File: src/rtl/riscv_pkg.sv
// Shared decode definitions: instruction format codes, RV32I/RV64I major opcodes,
// and the opcode-to-format classification used by the decode stage.
package riscv_pkg;

  typedef enum logic [2:0] {
    FMT_R    = 3'd0,
    FMT_I    = 3'd1,
    FMT_S    = 3'd2,
    FMT_B    = 3'd3,
    FMT_U    = 3'd4,
    FMT_J    = 3'd5,
    FMT_NONE = 3'd6
  } fmt_e;

  localparam logic [6:0] OP_LOAD    = 7'b0000011;
  localparam logic [6:0] OP_OPIMM   = 7'b0010011;
  localparam logic [6:0] OP_OP      = 7'b0110011;
  localparam logic [6:0] OP_STORE   = 7'b0100011;
  localparam logic [6:0] OP_BRANCH  = 7'b1100011;
  localparam logic [6:0] OP_JAL     = 7'b1101111;
  localparam logic [6:0] OP_JALR    = 7'b1100111;
  localparam logic [6:0] OP_LUI     = 7'b0110111;
  localparam logic [6:0] OP_AUIPC   = 7'b0010111;
  localparam logic [6:0] OP_SYSTEM  = 7'b1110011;
  localparam logic [6:0] OP_FENCE   = 7'b0001111;
  localparam logic [6:0] OP_OPIMM32 = 7'b0011011;
  localparam logic [6:0] OP_OP32    = 7'b0111011;

  // Every mapped opcode ends in 2'b11, so compressed encodings fall through to FMT_NONE.
  function automatic fmt_e opcode_fmt(input logic [6:0] op, input logic rv64);
    fmt_e f;
    f = FMT_NONE;
    case (op)
      OP_OP:                                           f = FMT_R;
      OP_OPIMM, OP_LOAD, OP_JALR, OP_SYSTEM, OP_FENCE: f = FMT_I;
      OP_STORE:                                        f = FMT_S;
      OP_BRANCH:                                       f = FMT_B;
      OP_LUI, OP_AUIPC:                                f = FMT_U;
      OP_JAL:                                          f = FMT_J;
      OP_OPIMM32:                                      f = rv64 ? FMT_I : FMT_NONE;
      OP_OP32:                                         f = rv64 ? FMT_R : FMT_NONE;
      default:                                         f = FMT_NONE;
    endcase
    return f;
  endfunction

endpackage

File: src/rtl/riscv_imm_gen.sv
// Combinational immediate assembler: builds the sign-extended XLEN-wide immediate
// for an instruction word given its already-classified format.
module riscv_imm_gen import riscv_pkg::*; #(
  parameter int XLEN = 32
) (
  input  logic [31:0]     instr_i,
  input  logic [2:0]      fmt_i,
  output logic [XLEN-1:0] imm_o
);

  logic [31:0] imm32;
  logic        unusedOpcode;

  assign unusedOpcode = ^instr_i[6:0];

  always_comb begin
    imm32 = '0;
    case (fmt_i)
      FMT_I: imm32 = {{20{instr_i[31]}}, instr_i[31:20]};
      FMT_S: imm32 = {{20{instr_i[31]}}, instr_i[31:25], instr_i[11:7]};
      FMT_B: imm32 = {{19{instr_i[31]}}, instr_i[31], instr_i[7], instr_i[30:25],
                      instr_i[11:8], 1'b0};
      FMT_U: imm32 = {instr_i[31:12], 12'b0};
      FMT_J: imm32 = {{11{instr_i[31]}}, instr_i[31], instr_i[19:12], instr_i[20],
                      instr_i[30:21], 1'b0};
      default: imm32 = '0;
    endcase
  end

  // Widen to XLEN by replicating bit 31 into the upper half when XLEN is 64.
  always_comb begin
    imm_o       = {XLEN{imm32[31]}};
    imm_o[31:0] = imm32;
  end

endmodule

File: src/rtl/riscv_decode_stage.sv
// Registered RV32I/RV64I decode stage with valid/ready handshake on both sides.
// Optional accept/illegal counters are enabled by defining DECODE_STATS_EN.
module riscv_decode_stage import riscv_pkg::*; #(
  parameter int              XLEN     = 32,
  parameter logic [XLEN-1:0] RESET_PC = '0
) (
  input  logic            clk,
  input  logic            rst_n,
  input  logic            flush,
  input  logic            in_valid,
  output logic            in_ready,
  input  logic [31:0]     in_instr,
  input  logic [XLEN-1:0] in_pc,
  output logic            out_valid,
  input  logic            out_ready,
  output logic [XLEN-1:0] out_pc,
  output logic [6:0]      out_opcode,
  output logic [2:0]      out_funct3,
  output logic [6:0]      out_funct7,
  output logic [4:0]      out_rd,
  output logic [4:0]      out_rs1,
  output logic [4:0]      out_rs2,
  output logic [2:0]      out_fmt,
  output logic [XLEN-1:0] out_imm,
  output logic            out_rd_we,
  output logic            out_illegal,
  output logic [31:0]     stat_decoded,
  output logic [31:0]     stat_illegal
);

  logic            valid_q, valid_d;
  logic [XLEN-1:0] pc_q;
  logic [31:0]     instr_q;
  fmt_e            fmt_q;
  logic [XLEN-1:0] imm_q;
  logic            rdWe_q;
  logic            illegal_q;

  logic            accept;
  logic            load;
  fmt_e            decFmt;
  logic [XLEN-1:0] decImm;
  logic            decRdWe;
  logic            decIllegal;

  assign in_ready = !valid_q || out_ready;
  assign accept   = in_valid && in_ready;
  assign load     = accept && !flush;

  always_comb begin
    decFmt     = opcode_fmt(in_instr[6:0], 1'(XLEN == 64));
    decIllegal = (decFmt == FMT_NONE);
    decRdWe    = (decFmt inside {FMT_R, FMT_I, FMT_U, FMT_J}) &&
                 (in_instr[11:7] != 5'd0) &&
                 (in_instr[6:0] != OP_SYSTEM) && (in_instr[6:0] != OP_FENCE);
  end

  riscv_imm_gen #(.XLEN(XLEN)) u_imm_gen (
    .instr_i (in_instr),
    .fmt_i   (decFmt),
    .imm_o   (decImm)
  );

  // Flush beats a same-cycle accept; a drain without a new accept empties the stage.
  always_comb begin
    valid_d = valid_q;
    if (flush)          valid_d = 1'b0;
    else if (accept)    valid_d = 1'b1;
    else if (out_ready) valid_d = 1'b0;
  end

  always_ff @(posedge clk or negedge rst_n) begin
    if (!rst_n) begin
      valid_q   <= 1'b0;
      pc_q      <= RESET_PC;
      instr_q   <= '0;
      fmt_q     <= FMT_NONE;
      imm_q     <= '0;
      rdWe_q    <= 1'b0;
      illegal_q <= 1'b0;
    end else begin
      valid_q <= valid_d;
      if (load) begin
        pc_q      <= in_pc;
        instr_q   <= in_instr;
        fmt_q     <= decFmt;
        imm_q     <= decImm;
        rdWe_q    <= decRdWe;
        illegal_q <= decIllegal;
      end
    end
  end

  assign out_valid   = valid_q;
  assign out_pc      = pc_q;
  assign out_opcode  = instr_q[6:0];
  assign out_funct3  = instr_q[14:12];
  assign out_funct7  = instr_q[31:25];
  assign out_rd      = instr_q[11:7];
  assign out_rs1     = instr_q[19:15];
  assign out_rs2     = instr_q[24:20];
  assign out_fmt     = fmt_q;
  assign out_imm     = imm_q;
  assign out_rd_we   = rdWe_q;
  assign out_illegal = illegal_q;

`ifdef DECODE_STATS_EN
  logic [31:0] statDecoded_q;
  logic [31:0] statIllegal_q;

  always_ff @(posedge clk or negedge rst_n) begin
    if (!rst_n) begin
      statDecoded_q <= '0;
      statIllegal_q <= '0;
    end else if (load) begin
      statDecoded_q <= statDecoded_q + 32'd1;
      if (decIllegal) statIllegal_q <= statIllegal_q + 32'd1;
    end
  end

  assign stat_decoded = statDecoded_q;
  assign stat_illegal = statIllegal_q;
`else
  assign stat_decoded = '0;
  assign stat_illegal = '0;
`endif

endmodule

File: config.mk
export PLATFORM = sky130hd
export DESIGN_NAME = riscv_decode_stage
export DESIGN_NICKNAME = d
export VERILOG_FILES = /design/src/rtl/riscv_pkg.sv /design/src/rtl/riscv_imm_gen.sv /design/src/rtl/riscv_decode_stage.sv
export SDC_FILE = /design/constraint.sdc
export NUM_CORES = 1
export LEC_CHECK = 0
export CAP_MARGIN = 20
export CORE_MARGIN = 8
export CORE_UTILIZATION = 40
export CTS_CLUSTER_DIAMETER = 40
export DETAILED_ROUTE_END_ITERATION = 8
export GPL_ROUTABILITY_DRIVEN = 0
export PLACE_DENSITY = 0.8
export RECOVER_POWER = 25
export SETUP_SLACK_MARGIN = 0.5
export SYNTH_ARGS = -nofsm -noshare
export SYNTH_HDL_FRONTEND = slang
export SYNTH_SLANG_ARGS = --single-unit
File: constraint.sdc
create_clock -name clk -period 2.3 [get_ports clk]
set_input_delay 0.46 -clock clk [delete_from_list [all_inputs] [get_ports clk]]
set_output_delay 0.46 -clock clk [all_outputs]
set_load 0.01 [all_outputs]
==> run metrics <==
Worst Min Path Start=in_instr[6]; status=finished clean; DP HPWL=11.1 mm; remaining antenna violation count=0; die width=124 µm; fin area=7300 µm²; CP Cell Sequence=dlygate4sd3_1 -> clkbuf_1 -> clkbuf_2; Die ar.=15400 µm²; clk_skew=0.00641 ns; async set or reset register ratio after synthesis=100%; core area=11400 µm²; Tot Pwr=4.76 mW; #FFs+latches synth=102; Seq/Total Area, Yosys=54.7%; Worst setup EP type=async pin; hold_ws=0.340 ns; clock buffer depth=2; Leakage Power=3.57 nW; CP delay by family, top=buffers and inverters; Worst-path clk slew=0.07 ns; via/cell ratio=4.87; Slew HR=35.2%; Final period util=84.0%; Hold Vio Cnt, Final=0; # fillers=945; top sig layer=met4; # diodes=0; critical path's largest stage delay=0.73 ns; largest net degree at the start of global routing=54; MaxCap Viol Count=0; Top FF cell, synth=dfrtp_1; Fmax=517 MHz; clock latency at the later pin of the worst-skew pair=0.33 ns; routed vias=4187; RSZ-0062 raised after global routing=true; WS Path Type=input pin to async pin; count of final setup violators=0; layout overhead on the synthesized area=56.3%; Cells after Synth=491; worst vdd ir=469 µV; CP max-delay cell=clkbuf_1; gr ovfl total=0; Max FO, Critical Path=25; share of cells above drive strength 1=16.5%; first-pass GRT wire length=23.4 mm; Num Clock Sinks=102; CTS tree=yes; CTS Buf Count=9; Hold Path Class=input pin to flop; Worst EP arrival=2.35 ns; Nets=781; Starting DRT DRC Count=240; placed insts=822; initial antenna violation count=0; number of port buffers=171; io pins=236; Post-Route Utilization=63.9%; worst slack, placed=-0.495 ns; Netlist cell types=43; DR WL met3=1.58 mm; synth warn=0; actual slew at the worst max-slew pin=0.972 ns; number of synthesized flops with an enable pin=0; row count=39; post-synthesis instance area=4670 µm²; pwr dens=652 nW/µm²; Max Slew Vio Count=0; WP buf/inv=3; Critical Path Start=rst_n; drt pass-1 iters=4; wire per inst=17.8 µm; Synth Area per Inst=9.51 µm²; vias in the first global route=4412; Required @ worst endpoint=2.72 ns; Crit Reg-Reg Startpoint=out_valid$_DFFE_PN0P_; final setup TNS=0 ns; Met2 Routed Length=7.40 mm; Placed Area=6600 µm²; Root Driver=clkbuf_16; Initial Util=40.9%; total DRC errors in the routed layout=0; Die Y-Extent=124 µm; gr usage total=19.4%; worst setup slack after layout=0.367 ns; # H-tree levels=3; met1 wire length=6.09 mm; crit start category=input pin; post-route minimum period=1.93 ns; Detailed Route WL=15.3 mm; Layout Cells excl Fill=859
## worst reg2reg max path: stages, from the launching register on
cell and delay [ns]:
dfrtp_1 0.34, nor2b_1 0.35, inv_2 0.07, nand3b_1 0.21, buf_4 0.16, buf_6 0.18
bufbuf_16 0.35, nand2_1 0.08, nand2_1 0.06
## Yosys cell counts (2+ instances only)
cell	number	area, µm²
a31oi_1	6	37.5
or2_1	2	12.5
nand2_1	203	762
clkbuf_1	18	67.6
dfrtp_1	100	2500
buf_4	64	480
a221o_1	23	230
inv_2	4	15.0
nor3b_1	2	15.0
a22oi_1	2	15.0
and2_1	5	31.3
o21ai_1	5	25.0
buf_6	3	33.8
o21ai_0	4	20.0
a22o_1	6	52.6
a21oi_1	4	20.0
nor3_1	3	15.0
nor2_1	9	33.8
nand3_1	3	15.0
dfstp_2	2	52.6
## power by group
part	internal (mW)	switching (mW)	leakage, nW
Clock	0.953	0.653	0.152
Sequential	1.97	0.0977	1.31
Combinational	0.562	0.522	2.11
Total	3.49	1.27	3.57
## cells in the final DEF (no fill, tap or decap), drive strengths merged, types with 2 or more instances in the layout
cell type	instances
nand2	203
clkdlybuf4s50	157
dfrtp	100
buf	65
conb	64
a221o	23
clkbuf	12
nor2	9
o21ai	9
a22o	6
a31oi	6
and2	6
a21oi	5
inv	4
dlygate4sd2	4
nor3	3
nand3	3
clkinv	3
nor4	2
bufinv	2
dlymetal6s2s	2
dfstp	2
nor3b	2
or2	2
a22oi	2
## cell families after synthesis
group / after synthesis / share of synthesized area [%]
buffers and inverters: 90 / 12.9
adders and majority gates: 1 / 0.268
DFF: 102 / 54.7
AOI/OAI and AO/OA: 60 / 11.3
muxes: 1 / 0.295
other: 1 / 0.0803
and+or+nand+nor: 236 / 20.5
## flip-flops by register name, indices dropped and copies added, names as in the netlist
register / cells
out_valid: 1
out_rd_we: 1
out_pc: 32
out_imm: 32
out_illegal: 1
instr_q: 32
out_fmt: 3
## area by class of cell
cell class	instances	area, µm²	share of cell area (%)
flip-flops and latches	102	2550	35.0
repair buffers	232	2280	31.2
multi-input cells	362	1950	26.8
clock buffers	10	229	3.14
well taps	143	179	2.45
clock inverters	6	86.3	1.18
inverters	4	15.0	0.206
## timing repair
item | in CTS | in global routing
resized for setup | 66 | 17
setup buffers | 15 | 3
hold buffers | 1 | 0
endpoints found under the setup margin | 86 | 60
endpoints found under the hold margin | 10 | 0
pin swaps | 16 | 17
cloned | 2 | 0
## layer usage
| metal | vias to the layer above | GRT usage, % |
|---|---|---|
| li1 | 1937 | - |
| met1 | 2030 | 23.3 |
| met2 | 198 | 32.9 |
| met3 | 22 | 6.12 |
| met4 | 0 | 5.20 |
| met5 | - | 0 |
## path summary, 6_finish.rpt
| kind | to | slack [ns] | cells past startpoint |
|---|---|---|---|
| max | out_imm[8]$_DFFE_PN0P_ | 0.37 | 3 |
| min | instr_q[6]$_DFFE_PN0P_ | 0.34 | 3 |
| max reg2reg | instr_q[3]$_DFFE_PN0P_ | 0.43 | 8 |
| min reg2reg | out_pc[1]$_DFFE_PN0P_ | 0.47 | 2 |
| max in group clk | out_imm[30]$_DFFE_PN0P_ | 0.37 | 10 |
| min in group asynchronous | instr_q[12]$_DFFE_PN0P_ | 0.80 | 2 |
Note: power is estimated with default switching activity, not from simulation.
